[config.mk]
export PLATFORM = sky130hd
export DESIGN_NAME = mem_arbiter_flat
export DESIGN_NICKNAME = d
export VERILOG_FILES = /design/src/rtl/mem_arbiter_if.sv /design/src/rtl/mem_arbiter.sv /design/src/flat_wrapper.sv
export SDC_FILE = /design/constraint.sdc
export NUM_CORES = 1
export LEC_CHECK = 0
export CORE_ASPECT_RATIO = 0.8
export CORE_UTILIZATION = 50
export CTS_CLUSTER_SIZE = 24
export DETAILED_ROUTE_END_ITERATION = 8
export DONT_BUFFER_PORTS = 1
export PLACE_DENSITY = 0.63
export SLEW_MARGIN = 15
export SYNTH_ARGS = -nofsm -noshare
export SYNTH_HDL_FRONTEND = slang
export SYNTH_SLANG_ARGS = --single-unit
export TNS_END_PERCENT = 50
[constraint.sdc]
create_clock -name clk -period 8.9 [get_ports clk]
set_input_delay 1.78 -clock clk [delete_from_list [all_inputs] [get_ports clk]]
set_output_delay 1.78 -clock clk [all_outputs]
set_load 0.01 [all_outputs]
[src/rtl/mem_arbiter_if.sv]
// Bundles the fetch, load/store and memory-side signals of the memory arbiter.
// The arbiter uses the slave view; the core/memory environment uses the master view.
interface mem_arbiter_if #(
    parameter int WORDSIZE = 32
);
    logic                  i_req;
    logic [31:0]           i_addr;
    logic                  i_gnt;
    logic                  i_rvalid;
    logic [WORDSIZE-1:0]   i_rdata;

    logic                  d_req;
    logic                  d_we;
    logic [WORDSIZE/8-1:0] d_be;
    logic [31:0]           d_addr;
    logic [WORDSIZE-1:0]   d_wdata;
    logic                  d_gnt;
    logic                  d_rvalid;
    logic [WORDSIZE-1:0]   d_rdata;

    logic                  mem_wen;
    logic [31:0]           mem_addr;
    logic [WORDSIZE-1:0]   mem_wdata;
    logic [WORDSIZE-1:0]   mem_rdata;

    modport slave (
        input  i_req, i_addr,
        output i_gnt, i_rvalid, i_rdata,
        input  d_req, d_we, d_be, d_addr, d_wdata,
        output d_gnt, d_rvalid, d_rdata,
        output mem_wen, mem_addr, mem_wdata,
        input  mem_rdata
    );

    modport master (
        output i_req, i_addr,
        input  i_gnt, i_rvalid, i_rdata,
        output d_req, d_we, d_be, d_addr, d_wdata,
        input  d_gnt, d_rvalid, d_rdata,
        input  mem_wen, mem_addr, mem_wdata,
        output mem_rdata
    );
endinterface

[src/rtl/mem_arbiter.sv]
// Shares one word-wide memory port between fetch and load/store, with data priority,
// a fetch anti-starvation override, and read-modify-write sequencing for sub-word stores.
module mem_arbiter #(
    parameter int WORDSIZE     = 32,
    parameter int STARVE_LIMIT = 4,
    parameter int CNT_W        = 3
) (
    input  logic          clk,
    input  logic          rst_n,
    mem_arbiter_if.slave  bus
);
    localparam int BE_W = WORDSIZE / 8;

    localparam logic [0:0] IDLE   = 1'b0;
    localparam logic [0:0] RMW_WR = 1'b1;

    logic [0:0]          state;
    logic [CNT_W-1:0]    starve_cnt;
    logic [31:0]         rmw_addr;
    logic [WORDSIZE-1:0] rmw_data;
    logic [WORDSIZE-1:0] merged;
    logic                is_idle;
    logic                fetch_prio;
    logic                be_full;
    logic                be_zero;
    logic                unused_addr_bits;

    assign unused_addr_bits = ^{bus.i_addr[1:0], bus.d_addr[1:0]};

    assign is_idle    = rst_n && (state == IDLE);
    assign fetch_prio = (starve_cnt == CNT_W'(STARVE_LIMIT)) && bus.i_req;
    assign be_full    = &bus.d_be;
    assign be_zero    = ~|bus.d_be;

    assign bus.d_gnt  = is_idle && bus.d_req && !fetch_prio;
    assign bus.i_gnt  = is_idle && bus.i_req && (fetch_prio || !bus.d_req);

    // The RMW write phase owns the memory port; reset suppresses its write.
    always_comb begin
        bus.mem_addr  = bus.d_gnt ? {bus.d_addr[31:2], 2'b00} : {bus.i_addr[31:2], 2'b00};
        bus.mem_wdata = bus.d_wdata;
        bus.mem_wen   = bus.d_gnt && bus.d_we && be_full;
        if (state == RMW_WR) begin
            bus.mem_addr  = rmw_addr;
            bus.mem_wdata = rmw_data;
            bus.mem_wen   = rst_n;
        end
    end

    always_comb begin
        merged = bus.mem_rdata;
        for (int k = 0; k < BE_W; k++) begin
            if (bus.d_be[k]) begin
                merged[8*k +: 8] = bus.d_wdata[8*k +: 8];
            end
        end
    end

    always_ff @(posedge clk) begin
        if (!rst_n) begin
            state        <= IDLE;
            starve_cnt   <= '0;
            bus.i_rvalid <= 1'b0;
            bus.i_rdata  <= '0;
            bus.d_rvalid <= 1'b0;
            bus.d_rdata  <= '0;
        end else begin
            bus.i_rvalid <= bus.i_gnt;
            if (bus.i_gnt) begin
                bus.i_rdata <= bus.mem_rdata;
            end
            bus.d_rvalid <= 1'b0;
            if (state == RMW_WR) begin
                state        <= IDLE;
                bus.d_rvalid <= 1'b1;
                bus.d_rdata  <= '0;
            end else begin
                if (bus.d_gnt) begin
                    if (bus.d_we && !be_full && !be_zero) begin
                        state    <= RMW_WR;
                        rmw_addr <= {bus.d_addr[31:2], 2'b00};
                        rmw_data <= merged;
                    end else begin
                        bus.d_rvalid <= 1'b1;
                        bus.d_rdata  <= bus.d_we ? '0 : bus.mem_rdata;
                    end
                end
                // Only a fetch that is requesting and losing accumulates starvation.
                if (bus.i_gnt || !bus.i_req) begin
                    starve_cnt <= '0;
                end else if (starve_cnt != CNT_W'(STARVE_LIMIT)) begin
                    starve_cnt <= starve_cnt + 1'b1;
                end
            end
        end
    end
endmodule
[src/flat_wrapper.sv]
// flat-port wrapper written by rule: the top's interface ports become plain ports
module mem_arbiter_flat 
#(
    parameter int WORDSIZE     = 32,
    parameter int STARVE_LIMIT = 4,
    parameter int CNT_W        = 3
)
  (clk, rst_n, bus_i_req, bus_i_addr, bus_i_gnt, bus_i_rvalid, bus_i_rdata, bus_d_req, bus_d_we, bus_d_be, bus_d_addr, bus_d_wdata, bus_d_gnt, bus_d_rvalid, bus_d_rdata, bus_mem_wen, bus_mem_addr, bus_mem_wdata, bus_mem_rdata);
  mem_arbiter_if #(.WORDSIZE(WORDSIZE)) bus_i ();
  input  logic clk;
  input  logic rst_n;
  input wire logic [$bits(bus_i.i_req)-1:0] bus_i_req;
  input wire logic [$bits(bus_i.i_addr)-1:0] bus_i_addr;
  output wire logic [$bits(bus_i.i_gnt)-1:0] bus_i_gnt;
  output wire logic [$bits(bus_i.i_rvalid)-1:0] bus_i_rvalid;
  output wire logic [$bits(bus_i.i_rdata)-1:0] bus_i_rdata;
  input wire logic [$bits(bus_i.d_req)-1:0] bus_d_req;
  input wire logic [$bits(bus_i.d_we)-1:0] bus_d_we;
  input wire logic [$bits(bus_i.d_be)-1:0] bus_d_be;
  input wire logic [$bits(bus_i.d_addr)-1:0] bus_d_addr;
  input wire logic [$bits(bus_i.d_wdata)-1:0] bus_d_wdata;
  output wire logic [$bits(bus_i.d_gnt)-1:0] bus_d_gnt;
  output wire logic [$bits(bus_i.d_rvalid)-1:0] bus_d_rvalid;
  output wire logic [$bits(bus_i.d_rdata)-1:0] bus_d_rdata;
  output wire logic [$bits(bus_i.mem_wen)-1:0] bus_mem_wen;
  output wire logic [$bits(bus_i.mem_addr)-1:0] bus_mem_addr;
  output wire logic [$bits(bus_i.mem_wdata)-1:0] bus_mem_wdata;
  input wire logic [$bits(bus_i.mem_rdata)-1:0] bus_mem_rdata;
  assign bus_i.i_req = bus_i_req;
  assign bus_i.i_addr = bus_i_addr;
  assign bus_i_gnt = bus_i.i_gnt;
  assign bus_i_rvalid = bus_i.i_rvalid;
  assign bus_i_rdata = bus_i.i_rdata;
  assign bus_i.d_req = bus_d_req;
  assign bus_i.d_we = bus_d_we;
  assign bus_i.d_be = bus_d_be;
  assign bus_i.d_addr = bus_d_addr;
  assign bus_i.d_wdata = bus_d_wdata;
  assign bus_d_gnt = bus_i.d_gnt;
  assign bus_d_rvalid = bus_i.d_rvalid;
  assign bus_d_rdata = bus_i.d_rdata;
  assign bus_mem_wen = bus_i.mem_wen;
  assign bus_mem_addr = bus_i.mem_addr;
  assign bus_mem_wdata = bus_i.mem_wdata;
  assign bus_i.mem_rdata = bus_mem_rdata;
  mem_arbiter #(.WORDSIZE(WORDSIZE), .STARVE_LIMIT(STARVE_LIMIT), .CNT_W(CNT_W)) u_core (.clk(clk), .rst_n(rst_n), .bus(bus_i));
endmodule
# Word level (Yosys, flattened, before mapping)
# Cells that the tools add are included.
# W data, S select, Z words.
[word_totals] word_cells=54 ff_bits=132 input_bits=137
[op_classes] reduce_logical=24 n_addsub=1 bitwise=4 n_mux=15 eq_ne=2
[op_table] op="$mux W32" n=4
[op_table] op="$mux W8" n=4
[op_table] op="$logic_and A1 B1 Y1" n=10
[op_table] op="$reduce_and A4 Y1" n=2
[op_table] op="$mux W3" n=2
[op_table] op="$mux W1" n=5
[op_table] op="$logic_not A1 Y1" n=4
[op_table] op="$not A1 Y1" n=4
[op_table] op="$reduce_and A2 Y1" n=2
[op_table] op="$reduce_or A4 Y1" n=1
[op_table] op="$add A3 B1 Y3 const B" n=1
[op_table] op="$eq A3 B3 Y1 const B" n=1
[op_table] op="$ne A3 B3 Y1 const B" n=1
[op_table] op="$reduce_or A3 Y1" n=1
[op_table] op="$logic_or A1 B1 Y1" n=2
[op_table] op="$reduce_bool A2 Y1" n=1
[op_table] op="$reduce_or A2 Y1" n=1

# Longest topological paths before layout
[logic_depth] ltp_word=7 mapped_depth=6 depth_no_buf=5

# Least setup slack after synthesis
# Ideal clock, no wire load.
[synth_timing] path_type="input to register" from="input bus_d_req" to="register u_core.rmw_addr[10] (enable)" cell_stages=4 path_buffers=2 setup_slack_ns=1.714 setup_time_ns=0.558 required_time_ns=8.342 arrival_ns=6.628 path_cell_list="buf_2 > clkbuf_1 > nand2_1 > nor3_1"
[synth_via] elab_chain_len=3
[synth_lines] item="from (decl)" line_no="flat_wrapper.sv:17" rtl="input wire logic [$bits(bus_i.d_req)-1:0] bus_d_req;"
[synth_lines] item="$logic_and A1 B1 Y1 (2 in a row)" line_no="mem_arbiter.sv:35" rtl="assign bus.d_gnt = is_idle && bus.d_req && !fetch_prio;"
[synth_lines] item="$reduce_and A4 Y1 (no source line)"
[synth_lines] item="to (signal assigned)" line_no="mem_arbiter.sv:81" rtl="rmw_addr <= {bus.d_addr[31:2], 2'b00};"
[synth_lines] item="to (decl)" line_no="mem_arbiter.sv:19" rtl="logic [31:0] rmw_addr;"
# Every way passes these cells.
# A chain may end at the register's enable or synchronous reset.

# Worst setup path in the final report
[layout_timing] from="input bus_i_req" to="output bus_mem_addr[31]"
[layout_via] elab_chain_len=5
[layout_lines] item="from (decl)" line_no="flat_wrapper.sv:12" rtl="input wire logic [$bits(bus_i.i_req)-1:0] bus_i_req;"
[layout_lines] item="$logic_and A1 B1 Y1" line_no="mem_arbiter.sv:31" rtl="assign fetch_prio = (starve_cnt == CNT_W'(STARVE_LIMIT)) && bus.i_req;"
[layout_lines] item="$logic_not A1 Y1" line_no="mem_arbiter.sv:35"
[layout_lines] item="$logic_and A1 B1 Y1" line_no="mem_arbiter.sv:35"
[layout_lines] item="$mux W32" line_no="mem_arbiter.sv:40" rtl="bus.mem_addr = bus.d_gnt ? {bus.d_addr[31:2], 2'b00} : {bus.i_addr[31:2], 2'b00};"
[layout_lines] item="$mux W32" line_no="mem_arbiter.sv:43" rtl="if (state == RMW_WR) begin"
[layout_lines] item="to (decl)" line_no="flat_wrapper.sv:26" rtl="output wire logic [$bits(bus_i.mem_addr)-1:0] bus_mem_addr;"
# Every way passes these cells.

==> qor.yml <==
outcome:
  run_status: "completed"
grt:
  antenna_found_initial: 0
  grtUsageTotal_pct: 26.4
  grt_pass1_vias: 5224
  grt-ovfl-total: 0
  grt_pass1_wl_um: 28700
  grt_max_degree: 102
synthesis:
  yosysUniqueCellTypes: 41
  synthArstFlopShare_pct: 0
  synth_ff_type: "dfxtp_1"
  synth_area_mm2: 0.00688
  yosysWarnings: 0
  synth_seq_cells: 132
  synth_edf_count: 62
  postSynthCellCount: 652
  ys_seq_area_share_pct: 47.5
  syn_avg_cell_area_um2: 10.5
die:
  dieArea_mm2: 0.0142
  coreArea_mm2: 0.0131
  row_count: 37
  fp.dieW_um: 133
  ios: 270
  die_h_um: 107
  start_util_pct: 52.3
layout:
  drive_above_1_share_pct: 20.9
  syn_to_final_growth_pct: 8.35
  final_cell_mix: "dfxtp_1, nand3_1, mux2_2, o21ai_0, nand4b_1"
  fin_nets: 747
  final_common_cell: "dfxtp_1"
  postLayoutCoreUtil_pct: 56.7
  final_area_mm2: 0.00745
  num_antenna_cells: 0
sta:
  worstMarginPinSlew_ns: 1.08
  finalHoldViolCount: 0
  maxSlewViolCount: 0
  fin_skew_ns: 0.00802
  max_clock_freq_mhz: 180
  rsz0062_at_grt: "false"
  whs_ns: 0.484
  setup_tns_ns: 0
  finalSetupViolations: 0
  fin_crit_ns: 5.55
  relSlewSlack_pct: 28.0
  min_period_over_period_pct: 62.4
route:
  routed_wl_um: 19100
  viasPerCell: 6.71
  drtIter0Drc: 410
  drc: 0
  wl_per_cell_um: 23.9
  num_vias: 5345
  ant_nets: 0
  dr.pass1.iters: 5
clock_tree:
  cts_buffers: 17
  cts_max_level: 4
  cts.sinks: 132
  clockBufferDepth: 2
  postCtsResizedCells: 0
  clk_pin_slew_worst_paths_ns: 0.06
  worstSkewPairLatency_ns: 0.42
  cts_tree: "done"
  hold_buffers: 0
  post_cts.repair.setup_buffers: 0
  ctsRootBufferMaster: "clkbuf_16"
critical_path:
  endpoint_kind: "primary output"
  crit_required_ns: 7.12
  cp_data_arrival_time_ns: 3.77
  critPathLaunchType: "input pin"
  critPathMaxFanout: 35
  setup.worst_path.class: "input pin to primary output"
place:
  dp_hpwl_um: 12300
  gp_congestion: 0.774
  placed_cell_area_mm2: 0.00681
  io_buffers: 0
pwr:
  combPwrFrac_pct: 8.6
  power_density_mw_per_mm2: 211
  p_int_mw: 1.20
  power_mw: 1.57
  switchingPower_uw: 373
  p_leak_nw: 2.39
  p_clk_share_pct: 47.8
  swShare_pct: 23.8
  seq_power_share_pct: 43.6
  peakVddDrop_v: 0.000148
min_path:
  hold_path_class: "flip-flop to flip-flop"
job:
  maxCapViolations: 0
## routing by layer
layer / track usage, % / part of all wire, % / wire length (um) / up-vias
met3: 10.6 / 11 / 2100 / 23
met2: 42.4 / 47 / 8980 / 284
li1: - / - / - / 2385
met1: 31.9 / 40 / 7670 / 2653
met4: 9.50 / 1.7 / 319 / 0
met5: 0 / 0 / 0 / -
## critical path: stages
cell and delay, ns:
nand3_2 0.53, buf_4 0.51, and2_4 0.33, o311ai_0 0.60
## cells by family (layout without fill, tap and decap cells)
group                    after synthesis  after routing  share of synthesized area, %
AND/OR/NAND/NOR                      180            180                          16.2
AO/OA/AOI/OAI                        167            167                          18.4
flip-flops                           132            132                          47.5
buffers and inverters                106             74                          7.06
multiplexers                          64             64                          10.5
adder cells (fa/ha/maj)                2              2                         0.364
other                                  1              2                        0.0545
## Yosys cell counts (2+ instances only)
master     n  area (um^2)
a21boi_0  26          195
a21boi_1   9         67.6
a31oi_1   32          200
buf_1      7         26.3
buf_2     26          130
buf_4      6         45.0
buf_6      4         45.0
clkbuf_1  28          105
clkbuf_2   2         10.0
dfxtp_1   70         1400
edfxtp_1  62         1860
ha_1       2         25.0
inv_1     33          124
mux2_2    64          721
nand2_1   35          131
nand3_1   65          325
nand4b_1  63          552
nor2_1     4         15.0
nor3_1     2         10.0
o21ai_0   64          320
o311ai_1  10         87.6
o311ai_2  19          309
## area by class of cell
type | count | area, um^2
Fill cell | 1097 | 5700
Sequential cell | 132 | 3270
Multi-Input combinational cell | 415 | 3140
Clock buffer | 20 | 489
Tap cell | 175 | 219
Clock inverter | 12 | 148
Inverter | 33 | 124
Timing Repair Buffer | 9 | 67.6
## path summary, 6_finish.rpt
| kind | from | depth (start not counted) | end | slack (ns) |
|---|---|---|---|---|
| min | u_core.starve_cnt[1]$_SDFFE_PN0P_ | 2 | u_core.starve_cnt[1]$_SDFFE_PN0P_ | 0.48 |
| min reg2reg | u_core.starve_cnt[1]$_SDFFE_PN0P_ | 2 | u_core.starve_cnt[1]$_SDFFE_PN0P_ | 0.48 |
| max | bus_i_req | 4 | bus_mem_addr[31] | 3.35 |
| max reg2reg | u_core.starve_cnt[0]$_SDFFE_PN0P_ | 6 | u_core.rmw_data[1]$_DFFE_PP_ | 6.37 |
## sequential cells by signal, indices dropped and copies added (netlist names)
register             flops
u_core.bus.d_rvalid      1
u_core.bus.d_rdata      32
u_core.rmw_addr         30
u_core.starve_cnt        3
u_core.bus.i_rdata      32
u_core.state             1
u_core.rmw_data         32
u_core.bus.i_rvalid      1
## power groups by stage
stage	sequential (mW)	combinational (mW)	clock, mW
global placement	0.695	0.131	0
finish	0.684	0.135	0.751
CTS	0.683	0.135	0.759
detailed placement	0.696	0.135	0
floorplan	0.689	0.127	0
global route	0.686	0.145	0.785
## per-stage QoR
step	cells	setup WS (ns)
6_report	796	3.35
5_1_grt	796	3.20
4_1_cts	796	3.32
3_5_place_dp	764	3.33
3_3_place_gp	764	3.38
2_1_floorplan	653	1.71
Note: power is estimated with default switching activity, not from simulation.
